**src/rtl/reg_file_sweep.sv**
```systemverilog
// rtl/reg_file_sweep.sv - parametrised 2R1W register file with hardware clear sweep
// Optional write-to-read forwarding is enabled by defining RF_BYPASS_EN.
module reg_file_sweep #(
  parameter int DATA_W   = 32,
  parameter int ADDR_W   = 5,
  parameter int NREGS    = 32,
  parameter int ZERO_REG = 1
) (
  input  logic              clk,
  input  logic              reset,
  input  logic [ADDR_W-1:0] ra,
  input  logic [ADDR_W-1:0] rb,
  output logic [DATA_W-1:0] DoutA,
  output logic [DATA_W-1:0] DoutB,
  input  logic              we,
  input  logic [ADDR_W-1:0] rw,
  input  logic [DATA_W-1:0] Din,
  input  logic              clr_req,
  output logic              clr_busy,
  output logic              wr_drop
);

  typedef enum logic {IDLE, CLEAR} state_t;

  localparam bit                ZR        = (ZERO_REG != 0);
  localparam logic [ADDR_W:0]   NREGS_W   = (ADDR_W+1)'(NREGS);
  localparam logic [ADDR_W-1:0] IDX_LAST  = ADDR_W'(NREGS - 1);
  localparam logic [ADDR_W-1:0] IDX_START = ZR ? ADDR_W'(1) : '0;

  state_t              state_q, state_d;
  logic [ADDR_W-1:0]   idx_q, idx_d;
  logic                busy_q, busy_d;
  logic                drop_q, drop_d;
  logic [DATA_W-1:0]   regs_q [NREGS];
  logic                wr_ok;

  // A write that would actually land in storage: legal address, not the hardwired zero.
  assign wr_ok = we && ({1'b0, rw} < NREGS_W) && !(ZR && (rw == '0));

  function automatic logic [DATA_W-1:0] rd_port(input logic [ADDR_W-1:0] a);
    logic [DATA_W-1:0] v;
    v = '0;
    if (({1'b0, a} < NREGS_W) && !(ZR && (a == '0))) begin
      v = regs_q[a];
`ifdef RF_BYPASS_EN
      if ((state_q == IDLE) && wr_ok && (a == rw)) v = Din;
`endif
    end
    return v;
  endfunction

  always_comb begin
    DoutA = rd_port(ra);
    DoutB = rd_port(rb);
  end

  always_ff @(posedge clk or posedge reset) begin
    if (reset) begin
      for (int i = 0; i < NREGS; i++) regs_q[i] <= '0;
    end else begin
      for (int i = 0; i < NREGS; i++) begin
        if ((state_q == IDLE) && wr_ok && (rw == ADDR_W'(i)))
          regs_q[i] <= Din;
        else if ((state_q == CLEAR) && (idx_q == ADDR_W'(i)))
          regs_q[i] <= '0;
      end
    end
  end

  always_ff @(posedge clk or posedge reset) begin
    if (reset) begin
      state_q <= IDLE;
      idx_q   <= '0;
      busy_q  <= 1'b0;
      drop_q  <= 1'b0;
    end else begin
      state_q <= state_d;
      idx_q   <= idx_d;
      busy_q  <= busy_d;
      drop_q  <= drop_d;
    end
  end

  always_comb begin
    state_d = state_q;
    idx_d   = idx_q;
    busy_d  = busy_q;
    drop_d  = 1'b0;
    case (state_q)
      IDLE: begin
        if (clr_req) begin
          state_d = CLEAR;
          idx_d   = IDX_START;
          busy_d  = 1'b1;
        end
      end
      CLEAR: begin
        // Any core write offered mid-sweep is discarded and flagged.
        drop_d = we;
        if (idx_q == IDX_LAST) begin
          state_d = IDLE;
          busy_d  = 1'b0;
        end else begin
          idx_d = idx_q + 1'b1;
        end
      end
      default: state_d = IDLE;
    endcase
  end

  assign clr_busy = busy_q;
  assign wr_drop  = drop_q;

endmodule

```
**config.mk**
```make
export PLATFORM = sky130hd
export DESIGN_NAME = reg_file_sweep
export DESIGN_NICKNAME = d
export VERILOG_FILES = /design/src/rtl/reg_file_sweep.sv
export SDC_FILE = /design/constraint.sdc
export NUM_CORES = 2
export LEC_CHECK = 0
export BUFFER_PORTS_ARGS = -buffer_cell sky130_fd_sc_hd__buf_4
export CORE_MARGIN = 2
export CORE_UTILIZATION = 36
export CTS_CLUSTER_DIAMETER = 60
export DETAILED_ROUTE_END_ITERATION = 10
export GPL_TIMING_DRIVEN = 1
export SYNTH_ARGS = -nofsm -noshare
export SYNTH_HDL_FRONTEND = slang
export SYNTH_SLANG_ARGS = --single-unit
```
**constraint.sdc**
```tcl
create_clock -name clk -period 38.2 [get_ports clk]
set_input_delay 1.91 -clock clk [delete_from_list [all_inputs] [get_ports clk]]
set_output_delay 1.91 -clock clk [all_outputs]
set_load 0.01 [all_outputs]
```
Yosys cells after proc, flatten, opt, wreduce, memory -nomap -nowiden

Index checks and enable logic that the tools add are counted.

Output and inout bits: 66
Flip-flop bits (word level): 1032

Equal/unequal tests: 65
Magnitude comparators: 2
Reductions and logical operators: 105
Add/sub/neg operators: 1
Bitwise logic cells: 3
Mux-type cells: 82

Operators with widths:

| cell                  | number |
|---|---|
| $mux W32              | 70 |
| $bmux W32 S5          | 2 |
| $eq A5 B5 Y1 const B  | 32 |
| $eq A5 B4 Y1 const B  | 16 |
| $logic_and A1 B1 Y1   | 66 |
| $reduce_bool A2 Y1    | 32 |
| $eq A5 B3 Y1 const B  | 8 |
| $eq A5 B2 Y1 const B  | 4 |
| $logic_not A5 Y1      | 4 |
| $ge A6 B6 Y1 const B  | 2 |
| $not A5 Y6            | 2 |
| $eq A5 B1 Y1 const B  | 2 |
| $mux W5               | 2 |
| $pmux W5 S2           | 1 |
| $add A5 B1 Y5 const B | 1 |
| $mux W1               | 5 |
| $ne A2 B2 Y1 const B  | 2 |
| $pmux W1 S2           | 2 |
| $reduce_and A2 Y1     | 2 |
| $ne A2 B1 Y1 const B  | 1 |
| $logic_not A1 Y1      | 1 |
| $not A1 Y1            | 1 |

Longest topological paths before layout

Depth in word-level cells: 6
Depth in mapped cells: 7

Worst setup path before layout

No wires, ideal clock.

Kind: in2out
From: input port rb[1]
To: output port DoutB[27]
Path slack: 32.888 ns
Cell stages on the path: 7
Arrival time: 3.402 ns
Required time: 36.290 ns
Cell sequence: buf_2 -> buf_4 -> nor2_1 -> clkbuf_1 -> a221oi_1 -> o21ai_0 -> a311oi_1

Cells in the longest elaborated chain, start to end: 5

RTL lines:

| what                                        | line | text |
|---|---|---|
| start, declared                             | 12   | `input logic [ADDR_W-1:0] rb,` |
| $not A5 Y6 (implied by the code)            | 44   | `v = regs_q[a];` |
| $bmux W32 S5                                | 44   |  |
| $mux W32 (implied by the code) (2 in a row) | 44   |  |
| $mux W32 *                                  | 43   | `if (({1'b0, a} < NREGS_W) && !(ZR && (a == '0))) begin` |
| end, declared                               | 14   | `output logic [DATA_W-1:0] DoutB,` |

Every way passes the cells marked *; elsewhere a longest branch is shown, timed or not. The select of a mux whose other input is x is not followed.

Worst setup path after layout

From: input port ra[2]
To: output port DoutA[22]

Cells in the longest elaborated chain, start to end: 5

RTL lines:

| what                                        | line | text |
|---|---|---|
| start, declared                             | 11   | `input logic [ADDR_W-1:0] ra,` |
| $not A5 Y6 (implied by the code)            | 44   |  |
| $bmux W32 S5                                | 44   |  |
| $mux W32 (implied by the code) (2 in a row) | 44   |  |
| $mux W32 *                                  | 43   |  |
| end, declared                               | 13   | `output logic [DATA_W-1:0] DoutA,` |

Marks and branches as above.

==> metrics <==
post-route cell area 0.0595 mm2; FF+latch area 0.0258 mm2; core area 0.146 mm2; outcome finished clean; drt drc 0; GR peak layer met2; Clk network pwr share 0.385; Max Cap Viol 0; Clock Sinks 1032; Finished Layout Cells 5660; H-tree levels 3; DR vias 40300; largest net degree at the start of global routing 177; remaining global-route overflow 0; Slew headroom 0.130; first-pass iteration count of the detailed router 7; GRT Total Usage 0.277; Worst Path Class, Setup primary input to output pin; Routed WL 211000 um; CP max FO 66; synth warn 0; first-pass GRT wire length 304000 um; EDFF count, synth 0; mapped cell area 0.0530 mm2; Worst Hold Class register to register; RSZ-0062 raised after global routing false; Async SR Flop Fraction 1.00; Mapped Nets 3857; Final nets 3707; VDD IR-drop max 0.0432 mV; antenna violations before repair 9; fin crit share 0.211; Die ar. 0.150 mm2; Vias/cell 7.12; vias in the first global route 40000; critical path launch point type primary input; final setup violation count 0; Multi-input gate area 0.0257 mm2; Crit path top cell by count buf_4; Initial Util 0.363; critical-path cell list buf_8 -> buf_4 -> buf_4 -> buf_4 -> mux2i_1 -> a221oi_1 -> o21ai_0 -> a311oi_1 -> buf_4; hold buffers post-CTS 0; Synth Instances 3800; DP Wirelength 118000 um; pin slew with the least headroom to its limit 1.30 ns; DR WL/cell 37.4 um; Tmin final 8.07 ns; GPL Wtd Cong 0.869; IO buf count 116; post-synthesis sequential area ratio 0.487; crit path capture type output pin; grt met1 use 0.371; Int Pwr 2.05 mW; Area growth, synth to finish 12.3%; FP Rows 140; CTS Root Cell clkbuf_16; Slew Viols, Final 0; Fin. Hold Viols 0; Post-CTS Setup Repair Bufs 0; pwr dens 49.4 mW/mm2; Min Hold Slack 0.509 ns; remaining antenna violation count after routing 0; switching share of power 0.304; #FFs+latches synth 1032; crit path DAT 6.16 ns; sequential share of power 0.432; CTS resizes 0; Die W 388 um; Fmax 124 MHz; met2 global-route usage 0.412; IO Pins 117; Longest Clk Path Bufs 3; library cells used by synthesis 38; Die Y 388 um; LEAKAGE 26.1 nW; Starting DRT DRC Count 5433; total CTS buffers 111; # fillers 13200; Comb power frac 0.183; Skew-Pair Late Insertion Delay 0.75 ns; Main synth FF type dfrtp_1; Critical Path RT 36.29 ns; Syn Area/Cell 14.0 um2; Clock transition at path regs 0.07 ns; post-route setup TNS 0 ns; layout cells sized above 1 0.270; critical path's slowest cell buf_4; DP Area 0.0558 mm2; worst clock skew 0.0263 ns; CP max stage delay 0.92 ns; switching pwr 0.895 mW; Placed Cells 5454; met3 Use GR 0.0767; CTS tree done
-- layer usage --
layer / up-vias / routed length (um)
li1: 15200 / -
met1: 21400 / 80400
met2: 3051 / 94500
met3: 630 / 24800
met4: 14 / 11700
met5: - / 92
-- stage by stage --
stage / util / power (mW) / worst slack, ns
finish: 0.408 / 2.94 / 30.13
global route: 0.408 / 3.03 / 29.91
CTS: 0.408 / 2.93 / 30.15
global placement: 0.382 / 1.80 / 30.21
floorplan: - / 1.59 / 7.25
detailed placement: 0.382 / 1.81 / 30.15
-- worst paths after layout --
check	start	to	slack (ns)	cells past startpoint
max	ra[2]	DoutA[22]	30.13	9
min	regs_q[1023]	regs_q[1023]	0.51	1
max reg2reg	state_q	regs_q[72]	34.20	6
min reg2reg	regs_q[1023]	regs_q[1023]	0.51	1
max in group asynchronous	reset	regs_q[961]	32.79	6
min in group asynchronous	reset	regs_q[699]	1.34	2
-- cells by family after synthesis --
kind of cell,Yosys count,synth area share
mux,641,0.228
simple gates,211,0.0249
flops,1032,0.487
buf+inv,508,0.0408
compound gates,1402,0.218
fa+ha+maj,6,0.00142
-- placed cells by master, fill, tap and decap left out, types with 27 or more instances in the layout --
cell type / n
dfrtp_1: 1032
a22o_1: 992
mux4_2: 448
buf_4: 229
mux2i_1: 129
clkbuf_16: 113
o21ai_0: 107
nor2b_1: 66
a22oi_1: 64
a211oi_1: 64
mux2_2: 64
a311oi_1: 64
a221oi_1: 49
nand2_1: 35
and2_1: 33
nor3_4: 31
a21oi_4: 28
clkbuf_8: 27
-- critical path: cells and delay by family --
kind                   cells  cell delay [ns]
AOI/OAI and AO/OA          3             1.22
muxes                      1             0.17
buffers and inverters      5             2.79
-- cell usage after synthesis (10+ instances only) --
cell type / n / area, um2
a211oi_1: 64 / 480
a21oi_1: 32 / 160
a221oi_1: 49 / 429
a22o_1: 992 / 8690
a22oi_1: 64 / 480
a311oi_1: 64 / 561
and2_1: 35 / 219
buf_2: 176 / 881
buf_4: 10 / 75.1
clkbuf_1: 311 / 1170
dfrtp_1: 1032 / 25800
mux2_2: 64 / 721
mux2i_1: 129 / 1290
mux4_2: 448 / 10100
nand2_1: 36 / 135
nor2_1: 13 / 48.8
nor2b_1: 70 / 438
nor3_2: 31 / 310
o2111ai_1: 15 / 131
o21ai_0: 107 / 536
-- state kept, by name (all words and copies together) (netlist names) --
signal and flops:
regs_q 1024, state_q 1, clr_busy 1, wr_drop 1, idx_q 5
-- power by group through the flow --
stage | Combinational (mW) | Clock, mW | Sequential [mW]
after CTS | 0.530 | 1.14 | 1.27
after floorplan | 0.334 | 0 | 1.26
after global routing | 0.559 | 1.19 | 1.28
after global placement | 0.523 | 0 | 1.28
after detailed placement | 0.529 | 0 | 1.28
final | 0.538 | 1.13 | 1.27
-- area by class of cell --
type                    count  area share
diodes                      1   0.0000420
clock buffers             163      0.0552
clock inverters            42     0.00805
inverters                   8    0.000673
multi-input cells        2260       0.431
flip-flops and latches   1032       0.434
well taps                1917      0.0403
repair buffers            237      0.0309
(Power assumes the default switching activity.)
